## src/rtl/i2c_pkg.sv

```systemverilog
// Shared definitions for the I2C slave register bank and its helpers.
// Holds FSM state encoding, R/W bit values and default address widths.
package i2c_pkg;

    typedef enum logic [2:0] {
        ST_IDLE   = 3'd0,
        ST_PTR    = 3'd1,
        ST_WRITE  = 3'd2,
        ST_READ   = 3'd3,
        ST_IGNORE = 3'd4
    } state_t;

    localparam logic RW_READ  = 1'b1;
    localparam logic RW_WRITE = 1'b0;

    localparam int ADDR_LEN_DEF = 7;
    localparam int ADDR_NUM_DEF = 2;
    localparam int DEPTH_DEF    = 4;

    // Index width that never collapses to zero bits.
    function automatic int idx_width(input int n);
        return (n > 1) ? $clog2(n) : 1;
    endfunction

endpackage

```

## src/rtl/i2c_slave_regbank_if.sv

```systemverilog
// Byte-engine <-> register-bank bus for the I2C slave.
// master: byte engine (Start/Stop/AddrValid/AddrByte/WrValid/WrData/RdReq),
// slave: register bank (AddressFound/BankId/WrAck/RdData/RdValid).
interface i2c_slave_regbank_if #(
    parameter int ADDRESSLENGTH = 7,
    parameter int ADDRESSNUM    = 2
);
    import i2c_pkg::*;

    localparam int BID_W = idx_width(ADDRESSNUM);

    logic                     Start;
    logic                     Stop;
    logic                     AddrValid;
    logic [ADDRESSLENGTH:0]   AddrByte;
    logic                     AddressFound;
    logic [BID_W-1:0]         BankId;
    logic                     WrValid;
    logic [7:0]               WrData;
    logic                     WrAck;
    logic                     RdReq;
    logic [7:0]               RdData;
    logic                     RdValid;

    modport master (
        output Start, Stop, AddrValid, AddrByte, WrValid, WrData, RdReq,
        input  AddressFound, BankId, WrAck, RdData, RdValid
    );

    modport slave (
        input  Start, Stop, AddrValid, AddrByte, WrValid, WrData, RdReq,
        output AddressFound, BankId, WrAck, RdData, RdValid
    );

endinterface

```

## src/rtl/i2c_addr_match.sv

```systemverilog
// Combinational priority matcher: compares addr against every list entry.
// Ports: addr_list (entries packed LSB-first), addr -> hit, idx (lowest match).
module i2c_addr_match #(
    parameter int ADDRESSLENGTH = 7,
    parameter int ADDRESSNUM    = 2,
    parameter int IDX_W         = 1
) (
    input  logic [ADDRESSLENGTH*ADDRESSNUM-1:0] addr_list,
    input  logic [ADDRESSLENGTH-1:0]            addr,
    output logic                                hit,
    output logic [IDX_W-1:0]                    idx
);

    // Scan from the top down so the lowest matching index is the last
    // one written and therefore wins on duplicates.
    always_comb begin
        hit = 1'b0;
        idx = '0;
        for (int k = ADDRESSNUM - 1; k >= 0; k--) begin
            if (addr_list[k*ADDRESSLENGTH +: ADDRESSLENGTH] == addr) begin
                hit = 1'b1;
                idx = IDX_W'(k);
            end
        end
    end

endmodule

```

## src/rtl/i2c_slave_regbank.sv

```systemverilog
// Multi-address register bank behind the I2C slave byte engine.
// Ports: Clk, Reset (async high), AddressList, bus (slave side of
// i2c_slave_regbank_if), Data (all banks flattened), and WriteProtect
// when built with I2C_REGBANK_WPROT_EN (protects upper half of each bank).
module i2c_slave_regbank
    import i2c_pkg::*;
#(
    parameter int ADDRESSLENGTH = ADDR_LEN_DEF,
    parameter int ADDRESSNUM    = ADDR_NUM_DEF,
    parameter int DEPTH         = DEPTH_DEF,
    parameter int PTR_W         = $clog2(DEPTH)
) (
    input  logic                              Clk,
    input  logic                              Reset,
    input  logic [ADDRESSLENGTH*ADDRESSNUM-1:0] AddressList,
`ifdef I2C_REGBANK_WPROT_EN
    input  logic                              WriteProtect,
`endif
    i2c_slave_regbank_if.slave                bus,
    output logic [8*DEPTH*ADDRESSNUM-1:0]     Data
);

    localparam int BID_W = idx_width(ADDRESSNUM);

    typedef logic [ADDRESSNUM-1:0][DEPTH-1:0][7:0] bank_t;

    state_t           state_q, state_d;
    logic             af_q, af_d;
    logic [BID_W-1:0] bid_q, bid_d;
    logic [PTR_W-1:0] ptr_q, ptr_d;
    bank_t            bank_q, bank_d;
    logic             wrack_q, wrack_d;
    logic             rdv_q, rdv_d;
    logic [7:0]       rdd_q, rdd_d;

    logic             hit;
    logic [BID_W-1:0] hit_idx;
    logic             ptr_load;
    logic             wr_byte;
    logic             rd_byte;
    logic             wr_keep;

    i2c_addr_match #(
        .ADDRESSLENGTH (ADDRESSLENGTH),
        .ADDRESSNUM    (ADDRESSNUM),
        .IDX_W         (BID_W)
    ) u_match (
        .addr_list (AddressList),
        .addr      (bus.AddrByte[ADDRESSLENGTH:1]),
        .hit       (hit),
        .idx       (hit_idx)
    );

    assign ptr_load = (state_q == ST_PTR)   && bus.WrValid;
    assign wr_byte  = (state_q == ST_WRITE) && bus.WrValid;
    assign rd_byte  = (state_q == ST_READ)  && bus.RdReq;

`ifdef I2C_REGBANK_WPROT_EN
    // Pointer MSB set means pointer >= DEPTH/2 (DEPTH is a power of two).
    assign wr_keep = !(WriteProtect && ptr_q[PTR_W-1]);
`else
    assign wr_keep = 1'b1;
`endif

    // State register
    always_ff @(posedge Clk or posedge Reset) begin
        if (Reset) state_q <= ST_IDLE;
        else       state_q <= state_d;
    end

    // Next-state logic; bus control events outrank data handshakes.
    always_comb begin
        state_d = state_q;
        if (bus.Stop || bus.Start) begin
            state_d = ST_IDLE;
        end else if (bus.AddrValid) begin
            if (!hit)
                state_d = ST_IGNORE;
            else if (bus.AddrByte[0] == RW_READ)
                state_d = ST_READ;
            else
                state_d = ST_PTR;
        end else if (ptr_load) begin
            state_d = ST_WRITE;
        end
    end

    // Output / datapath logic
    always_comb begin
        af_d    = af_q;
        bid_d   = bid_q;
        ptr_d   = ptr_q;
        bank_d  = bank_q;
        wrack_d = 1'b0;
        rdv_d   = 1'b0;
        rdd_d   = rdd_q;
        if (bus.Stop || bus.Start) begin
            af_d = 1'b0;
        end else if (bus.AddrValid) begin
            af_d = hit;
            if (hit) bid_d = hit_idx;
        end else begin
            if (ptr_load) begin
                ptr_d   = bus.WrData[PTR_W-1:0];
                wrack_d = 1'b1;
            end
            if (wr_byte) begin
                if (wr_keep) begin
                    bank_d[bid_q][ptr_q] = bus.WrData;
                    wrack_d              = 1'b1;
                end
                ptr_d = ptr_q + 1'b1;
            end
            if (rd_byte) begin
                rdd_d = bank_q[bid_q][ptr_q];
                rdv_d = 1'b1;
                ptr_d = ptr_q + 1'b1;
            end
        end
    end

    always_ff @(posedge Clk or posedge Reset) begin
        if (Reset) begin
            af_q    <= 1'b0;
            bid_q   <= '0;
            ptr_q   <= '0;
            bank_q  <= '0;
            wrack_q <= 1'b0;
            rdv_q   <= 1'b0;
            rdd_q   <= 8'h00;
        end else begin
            af_q    <= af_d;
            bid_q   <= bid_d;
            ptr_q   <= ptr_d;
            bank_q  <= bank_d;
            wrack_q <= wrack_d;
            rdv_q   <= rdv_d;
            rdd_q   <= rdd_d;
        end
    end

    assign bus.AddressFound = af_q;
    assign bus.BankId       = bid_q;
    assign bus.WrAck        = wrack_q;
    assign bus.RdValid      = rdv_q;
    assign bus.RdData       = rdd_q;
    assign Data             = bank_q;

endmodule

```

## src/flat_wrapper.sv

```systemverilog
// flat-port wrapper written by rule: the top's interface ports become plain ports
module i2c_slave_regbank_flat import i2c_pkg::*;
#(
    parameter int ADDRESSLENGTH = ADDR_LEN_DEF,
    parameter int ADDRESSNUM    = ADDR_NUM_DEF,
    parameter int DEPTH         = DEPTH_DEF,
    parameter int PTR_W         = $clog2(DEPTH)
)
  (Clk, Reset, AddressList, Data, bus_Start, bus_Stop, bus_AddrValid, bus_AddrByte, bus_WrValid, bus_WrData, bus_RdReq, bus_AddressFound, bus_BankId, bus_WrAck, bus_RdData, bus_RdValid);
  i2c_slave_regbank_if #(.ADDRESSLENGTH(ADDRESSLENGTH), .ADDRESSNUM(ADDRESSNUM)) bus_i ();
  input  logic Clk;
  input  logic Reset;
  input  logic [ADDRESSLENGTH*ADDRESSNUM-1:0] AddressList;
  output logic [8*DEPTH*ADDRESSNUM-1:0] Data;
  input wire logic [$bits(bus_i.Start)-1:0] bus_Start;
  input wire logic [$bits(bus_i.Stop)-1:0] bus_Stop;
  input wire logic [$bits(bus_i.AddrValid)-1:0] bus_AddrValid;
  input wire logic [$bits(bus_i.AddrByte)-1:0] bus_AddrByte;
  input wire logic [$bits(bus_i.WrValid)-1:0] bus_WrValid;
  input wire logic [$bits(bus_i.WrData)-1:0] bus_WrData;
  input wire logic [$bits(bus_i.RdReq)-1:0] bus_RdReq;
  output wire logic [$bits(bus_i.AddressFound)-1:0] bus_AddressFound;
  output wire logic [$bits(bus_i.BankId)-1:0] bus_BankId;
  output wire logic [$bits(bus_i.WrAck)-1:0] bus_WrAck;
  output wire logic [$bits(bus_i.RdData)-1:0] bus_RdData;
  output wire logic [$bits(bus_i.RdValid)-1:0] bus_RdValid;
  assign bus_i.Start = bus_Start;
  assign bus_i.Stop = bus_Stop;
  assign bus_i.AddrValid = bus_AddrValid;
  assign bus_i.AddrByte = bus_AddrByte;
  assign bus_i.WrValid = bus_WrValid;
  assign bus_i.WrData = bus_WrData;
  assign bus_i.RdReq = bus_RdReq;
  assign bus_AddressFound = bus_i.AddressFound;
  assign bus_BankId = bus_i.BankId;
  assign bus_WrAck = bus_i.WrAck;
  assign bus_RdData = bus_i.RdData;
  assign bus_RdValid = bus_i.RdValid;
  i2c_slave_regbank #(.ADDRESSLENGTH(ADDRESSLENGTH), .ADDRESSNUM(ADDRESSNUM), .DEPTH(DEPTH), .PTR_W(PTR_W)) u_core (.Clk(Clk), .Reset(Reset), .AddressList(AddressList), .bus(bus_i), .Data(Data));
endmodule
```

## config.mk

```make
export PLATFORM = sky130hd
export DESIGN_NAME = i2c_slave_regbank_flat
export DESIGN_NICKNAME = d
export VERILOG_FILES = /design/src/rtl/i2c_pkg.sv /design/src/rtl/i2c_slave_regbank_if.sv /design/src/rtl/i2c_addr_match.sv /design/src/rtl/i2c_slave_regbank.sv /design/src/flat_wrapper.sv
export SDC_FILE = /design/constraint.sdc
export NUM_CORES = 1
export LEC_CHECK = 0
export CAP_MARGIN = 20
export CORE_MARGIN = 5
export CORE_UTILIZATION = 51
export CTS_CLUSTER_SIZE = 30
export DETAILED_ROUTE_END_ITERATION = 8
export PLACE_DENSITY = 0.85
export SLEW_MARGIN = 20
export SYNTH_ARGS = -nofsm -noshare
export SYNTH_HDL_FRONTEND = slang
export SYNTH_HIERARCHICAL = 1
export SYNTH_SLANG_ARGS = --single-unit
export TNS_END_PERCENT = 30
```

## constraint.sdc

```tcl
create_clock -name Clk -period 4.5 [get_ports Clk]
set_input_delay 0.675 -clock Clk [delete_from_list [all_inputs] [get_ports Clk]]
set_output_delay 0.675 -clock Clk [all_outputs]
set_load 0.03 [all_outputs]
```

==> results.txt, run 1 <==
The run gives 0.391 as the worst max-slew margin expressed relative to the limit. The run gives 15.4 ps as the worst clock skew. The type of the tightest min-delay check was reg2reg.

At the worst endpoint, the arrival time is 2800 ps. The number of enable flip-flop cells after synthesis is 0, and the final critical path time including I/O delays and setup is 2570 ps. The count of H-tree levels built during CTS came out at 3. The via count of the first global-routing pass is 2,960, and the area of the mapped netlist is 3880 um2. The maximum single-stage delay on the critical path was 640 ps; the transition at the pin with the smallest max-transition slack was 914 ps. The global-route total usage across every layer was 0.215.

The area growth from synthesis to layout is 36.3%, and the total length of routed wires is 9930 um. The congestion estimate from routability-driven global placement came to 0.821. The tools report the number of antenna cells inserted as 0.

The width of the die works out to 97.2 um. In this run the static leakage power is 2.43 nW. The fraction of layout instances using a drive strength above 1 was 0.276. For the total number of clock tree sinks, the log shows 81.

The number of antenna violations at the first check in global routing is 0, and the register-to-register path setup slack is 2190 ps. Category of the worst setup path launch point: a primary input. Max-cap violations in this run came to 0. The first global-routing pass estimated 16,200 um of wire. The root buffer cell chosen for the clock tree is clkbuf_8. IR analysis of the VDD net gives a maximum drop of 143 uV. Once detail routing completed, the nets flagged for antenna violations numbered 0. For the initial core utilization, the log shows 0.529. Setup violations remaining at the end of the flow were counted as 0. The total of cells resized after clock tree synthesis is 0, and the maximum fanout along the worst path is 9. Overall power consumption after layout is estimated at 0.00140 W. The die covers 9440 um2. Entering global routing, the biggest net connects 57 pins. In this run, synthesis produced a sequential element count of 81.

The most common cell after layout, fill and taps aside is clkdlybuf4s50_1. The average cell area after synthesis is 14.2 um2, and the post-route setup TNS is 0 ps. The logs give 2,725 for the total via count after detailed routing and 314 for the net count after synthesis. The tools report the capturing element type of the critical path as a flip-flop. The tools report the row count as 31.

In the final design database the tool counted 427 nets. The max-slew violation count is 0. Walking the worst path, the cells encountered are clkdlybuf4s50_1 > nor2b_1 > and3_1 > mux2_2. The total overflow left after global routing is 0. The clock-pin slew on the worst setup and hold paths is 80 ps. No sink is reached through more buffers than the 2 on the longest clock path. The run gives 114 as the starting DRC count in detailed routing. The pre-antenna-repair detailed-routing pass consisted of 4 iterations. The ratio of final minimum period to clock period was 0.571. The detailed-placement wirelength estimate came out at 6930 um. Timing would allow up to 0.389 GHz. The cell type group with the largest total delay on the critical path is simple AND/OR/NAND/NOR gates. The core footprint is 7330 um2. The slowest library cell on the worst path was and3_1.

The run gives 9 as the number of buffers added by the clock tree synthesis step. The most used flip-flop cell after synthesis is dfrtp_1. The run finished with clean final reports. The tools report the cell area reported after detailed placement as 5060 um2. The tools report the unique cell type count in the Yosys netlist as 42. The height of the chip was 97.2 um; the number of buffers inserted by port buffering was 112. The clock insertion delay at the later pin of the skew report is 360 ps, and the number of cells produced by synthesis is 273.

TritonCTS built the clock tree. The startpoint-to-endpoint class of the critical path is in2reg. 113 I/O pins were placed. For this run, design rule violations remaining after detail routing come to 0.

Timing analysis after detailed placement gives a worst setup slack of 1570 ps. The average detailed-routed wire length per instance is 20.3 um, and the final critical-path setup slack is 1930 ps. The number of hold violations in the final report was 0; the power density over cell area was 266 nW/um2. The via density per instance was 5.56; the proportion of register bits with asynchronous set or reset after synthesis was 1.00.

The sequential element share of the synthesized area was 0.523. Setup repair after global routing left no endpoint under its margin. In the layout the commonest cells are clkdlybuf4s50_1, dfrtp_1, mux2_2. For the number of warnings issued by yosys, the log shows 6. Post-CTS timing repair inserted 0 buffers for setup.

The final instance area was 5280 um2; the number of hold buffers added after CTS was 0. The buffer and inverter count on the worst path came out at 1. For the critical path required time, the log shows 4740 ps.
-- worst register-to-register path: stages, from the launching register on --
cell and delay [ps]:
dfrtp_1 940, inv_1 240, ha_1 300, and3_1 360
mux2_2 360
-- synth_stat cells (2+ instances only) --
cell type  instances  area, um2
o211ai_1           2       15.0
xnor2_1            4       35.0
inv_1              7       26.3
mux2_1             3       33.8
mux4_2            16        360
and3_1             4       25.0
ha_1               4       50.1
mux2_2            61        687
buf_4              5       37.5
o21ai_0            9       45.0
nor3_1             2       10.0
nand2_1           13       48.8
dfrtp_1           81       2030
nand3_2            4       40.0
nor2_1             4       15.0
xor2_1            11       96.3
buf_2              2       10.0
mux2i_1           10        100
clkbuf_1           3       11.3
nand3_1            2       10.0
a21oi_1            5       25.0
-- path summary, 6_finish.rpt --
kind                                             startpoint                                to  depth (start not counted)
min in group asynchronous                             Reset  u_core/bus.RdData[7]$_DFFE_PP0P_                          2
min reg2reg                u_core/bus.RdData[2]$_DFFE_PP0P_  u_core/bus.RdData[2]$_DFFE_PP0P_                          2
max                                             bus_WrValid       u_core/Data[18]$_DFFE_PP0P_                          4
min                        u_core/bus.RdData[2]$_DFFE_PP0P_  u_core/bus.RdData[2]$_DFFE_PP0P_                          2
max in group asynchronous                             Reset       u_core/Data[18]$_DFFE_PP0P_                          3
max reg2reg                     u_core/ptr_q[0]$_DFFE_PP0P_       u_core/Data[18]$_DFFE_PP0P_                          4
-- cells by family (layout without fill, tap and decap cells) --
logic type | count (synthesis) | count (layout) | share of synthesized area
flops | 81 | 81 | 0.523
simple gates | 41 | 41 | 0.0655
compound gates | 21 | 21 | 0.0320
fa+ha+maj | 4 | 4 | 0.0129
buf+inv | 21 | 139 | 0.0281
xor+xnor | 15 | 15 | 0.0339
mux | 90 | 90 | 0.305
-- stage by stage --
step / utilization / hold WS (ps) / instances
global route: 0.721 / 516 / 490
finish: 0.721 / 483 / 490
detailed placement: 0.690 / 474 / 473
CTS: 0.718 / 492 / 489
global placement: 0.690 / 460 / 473
floorplan: - / 555 / 273
-- area by class of cell --
class                      count  area (um2)
fill                         491        2050
sequential                    81        2030
multi-input combinational    171        1740
timing repair buffer         115        1160
clock buffer                  10         138
tap                           99         124
clock inverter                 6        67.6
inverter                       8        31.3
-- per-layer routing --
metal / up-vias / GRT usage / wire length (um)
met5: - / 0.0275 / 0
met3: 17 / 0.0510 / 642
met4: 0 / 0.0853 / 172
met2: 109 / 0.342 / 4720
met1: 1374 / 0.284 / 4400
li1: 1225 / - / -
-- registers in the layout, indices dropped and copies added, names as in the netlist --
signal / count
u_core/bus.WrAck: 1
u_core/state_q: 3
u_core/bus.AddressFound: 1
u_core/bus.RdValid: 1
u_core/bus.RdData: 8
u_core/bus.BankId: 1
u_core/ptr_q: 2
u_core/Data: 64
-- where the power goes --
| part | total [W] | internal [W] | switching, W |
|---|---|---|---|
| Combinational | 0.000122 | 0.0000583 | 0.0000634 |
| Sequential | 0.000734 | 0.000730 | 0.00000432 |
| Clock | 0.000549 | 0.000272 | 0.000276 |
| Total | 0.00140 | 0.00106 | 0.000344 |
Power figures use the tool's default switching activity.
==> run 2: changes to the inputs <==
--- a/config.mk
+++ b/config.mk
@@ -7,10 +7,10 @@
 export LEC_CHECK = 0
 export CAP_MARGIN = 20
 export CORE_MARGIN = 5
-export CORE_UTILIZATION = 51
+export CORE_UTILIZATION = 48
 export CTS_CLUSTER_SIZE = 30
 export DETAILED_ROUTE_END_ITERATION = 8
-export PLACE_DENSITY = 0.85
+export PLACE_DENSITY = 0.81
 export SLEW_MARGIN = 20
 export SYNTH_ARGS = -nofsm -noshare
 export SYNTH_HDL_FRONTEND = slang
==> constraint.sdc (replaced) <==
create_clock -name Clk -period 2.67 [get_ports Clk]
set_input_delay 0.4005 -clock Clk [delete_from_list [all_inputs] [get_ports Clk]]
set_output_delay 0.4005 -clock Clk [all_outputs]
set_load 0.03 [all_outputs]
==> run 2 against run 1 <==
First-iteration DRC count is 3.5% higher. Critical endpoint is now bus_BankId. Critical path type is now reg2out. Non-clock buffer count is 8 higher. Clock skew down 9.2 ps. Sequential power grew 70%. Setup slack worse by 1500 ps. Register-to-register slack worse by 1600 ps. Global-route usage fell by 0.70 points. Sequential share of layout area is 0.091 points lower. Combinational power increased by 61%. Clock power is 36% higher. Highest routed layer unchanged.
==> results.txt, run 2 (synthesis gave the netlist of run 1 again) <==
The global placement routability congestion is 0.833 (+1.4%). The row count is 32 (+3.2%), and the maximum single-stage delay on the critical path is 780 ps (+140 ps). Number of hold buffers added after CTS: 0 (unchanged).

The number of buffers inserted by port buffering was 112 (unchanged). The tools report the number of antenna cells inserted as 0 (unchanged). The number of I/O pins is 113 (unchanged). Worst clock skew: 6.25 ps (-9.17 ps).

The via density per instance is 5.44 (-2.1%), and the register cell area after layout is 2030 um2 (unchanged). The average detailed-routed wire length per instance was 19.9 um (-1.6%). The final count of negative-setup-slack endpoints came out at 0 (unchanged). The tools report the final global-route overflow total as 0 (unchanged). The endpoint arrival time on the critical path was 1810 ps (-990 ps). The tools report the total number of clock tree sinks as 81 (unchanged). The fraction of layout instances using a drive strength above 1 is 0.281 (+0.00519), and the count of H-tree levels built during CTS is 3 (unchanged).

The total length of routed wires was 9970 um (+0.36%). The internal power is 0.00166 W (+57%). The via count of the first global-routing pass was 2,954 (-0.20%); the critical path required time was 2270 ps (-2470 ps). The logs give 2 (unchanged) for the deepest clock path buffer count and 350 ps (about the same) for the clock insertion delay at the later pin of the skew report. The maximum fanout along the worst path is 10 (+1), and the wire length of the first global-routing pass is 15,900 um (-1.3%).

Power density over cell area: 413 nW/um2 (+56%). The total die area was 9970 um2 (+5.6%). The number of hold violations in the final report is 0 (unchanged), and the highest clock frequency the design can meet is 0.452 GHz. The run finished with clean final reports.

The run gives 0.090 (+0.003) as the combinational fraction of design power. The clock-pin slew on the worst setup and hold paths was 70 ps (about the same); the buffer and inverter count on the worst path was 1 (unchanged). The logs give 435 (+1.9%) for the number of nets at the end of the flow and 0 (unchanged) for the antenna violation net count after detailed routing.

The number of antenna violations at the first check in global routing was 0 (unchanged); the starting DRC count in detailed routing was 118 (+3.5%). The global-route total usage across every layer is 0.208 (-0.00699), and the residual DRC count is 0 (unchanged). The logs give 2,722 (-0.11%) for the total via count after detailed routing and 0.341 (-0.050) for the proportion of power drawn by the clock network.

Max-slew violation count: 0 (unchanged). In the layout the commonest cells are clkdlybuf4s50_1, dfrtp_1, mux2_2. Height of the chip: 99.9 um (+2.8%). The tools report the category of the worst setup path launch point as a flip-flop. TritonCTS built the clock tree.

The worst vdd rail ir drop was 275 uV (+93%). The slowest library cell on the worst path was clkdlybuf4s50_1. The flip-flop count of the largest register after layout was 64 (unchanged). Width of the die: 99.9 um (+2.8%). The startpoint-to-endpoint class of the critical path was reg2out. The capturing element type of the critical path was an output port. The count of buffers added by post-CTS timing repair for setup came out at 0 (unchanged). The detailed-placement wirelength estimate is 7340 um (+5.9%). For the initial core utilization, the log shows 0.496 (-0.0323). The path class of the tightest hold or removal check is in2async. The worst path needs 2210 ps of the cycle, external delays included. The final core area utilization was 0.678 (-0.0424); the number of detailed-route iterations in the first pass was 4 (unchanged). The footprint of the multi-input gates is 1740 um2 (unchanged), and the switching portion of total power is 0.241 (-0.00363).

The ratio of final minimum period to clock period was 0.829. The tools report the total of max-cap violations as 0 (unchanged). The switching power summed over all nets came out at 0.000528 W (+54%). In this design, the largest share of critical-path delay is due to buffers and inverters. The signal on the critical path passes through clkdlybuf4s50_1.

The logs give 0.00219 W (+56%) for the total power of the final layout and 0.569 (+0.046) for the part of the power in registers. CTS placed an instance of clkbuf_8 at the clock tree root. The cell area reported after detailed placement came out at 5140 um2 (+1.7%). The area growth from synthesis to layout works out to 36.6%. The logs give 9 (unchanged) for the number of buffers added by the clock tree synthesis step and 2.46 nW (+0.99%) for the standby leakage power. Worst max-slew margin expressed relative to the limit: 0.573 (+0.183). The final instance area is 5300 um2 (+0.24%). The library cell used most frequently in the layout, excluding fill and tap cells, is clkdlybuf4s50_1. Final critical-path setup slack: 456 ps (-1480 ps). The run gives 7810 um2 (+6.5%) as the core footprint. The transition at the pin with the smallest max-transition slack was 636 ps (-278 ps).

The tools report the worst setup slack before clock tree synthesis as 160 ps (-1410 ps). For the number of filler instances in the final layout, the log shows 572 (+16%). Setup repair after global routing left no endpoint under its margin. The pin count of the biggest net entering global routing came out at 82 (+44%). The run gives 0 ps (unchanged) as the post-route setup TNS. The register-to-register path setup slack is 570 ps (-1620 ps), and the total of cells resized after clock tree synthesis is 0 (unchanged).
==> run 2: cell types whose count changed in the layout (fill, tap and decap cells not counted), sizes merged <==
cell,previous run,this run
buf,3,11
bufinv,1,0
clkbuf,10,12
clkinvlp,2,0
==> run 2: routing by layer <==
metal	routed length (um)	track usage	vias up
met2	5000	0.341	99
met4	131	0.0767	0
met5	0	0	-
li1	-	-	1239
met1	4240	0.270	1373
met3	599	0.0507	11
==> run 2: worst paths after layout <==
kind / start / cells past startpoint / endpoint
worst max-delay path: u_core/bus.BankId$_DFFE_PP0P_ / 1 / bus_BankId
worst min-delay path: Reset / 3 / u_core/bus.AddressFound$_DFFE_PP0N_
worst max register to register: u_core/bus.BankId$_DFFE_PP0P_ / 4 / u_core/Data[47]$_DFFE_PP0P_
worst min register to register: u_core/bus.RdData[5]$_DFFE_PP0P_ / 2 / u_core/bus.RdData[5]$_DFFE_PP0P_
max in group asynchronous: Reset / 3 / u_core/state_q[1]$_DFFE_PP0P_
min in group Clk: u_core/bus.RdData[5]$_DFFE_PP0P_ / 2 / u_core/bus.RdData[5]$_DFFE_PP0P_
==> run 2: cell type report <==
cell class	count	area share
well taps	102	0.0241
repair buffers	123	0.230
flip-flops and latches	81	0.383
inverters	8	0.00591
multi-input cells	171	0.329
clock inverters	3	0.00354
clock buffers	12	0.0255
==> run 2: worst register-to-register path: stages, from the launching register on <==
cell and delay, ps:
dfrtp_1 690, inv_1 190, nor3_4 340, nand3_2 340, mux2_1 420
==> run 2: power groups by stage <==
| stage | Sequential (W) | Clock [W] | Combinational (W) |
|---|---|---|---|
| global placement | 0.00127 | 0 | 0.000195 |
| detailed placement | 0.00127 | 0 | 0.000199 |
| CTS | 0.00125 | 0.000761 | 0.000200 |
| finish | 0.00125 | 0.000747 | 0.000196 |
| global route | 0.00125 | 0.000814 | 0.000215 |
| floorplan | 0.00126 | 0 | 0.000101 |
==> run 2: per-stage QoR <==
stage                     hold slack (ps)  std cells
after CTS                             493        500
final                                 476        500
after floorplan                       529        273
after detailed placement              479        485
after global routing                  502        500
after global placement                468        485
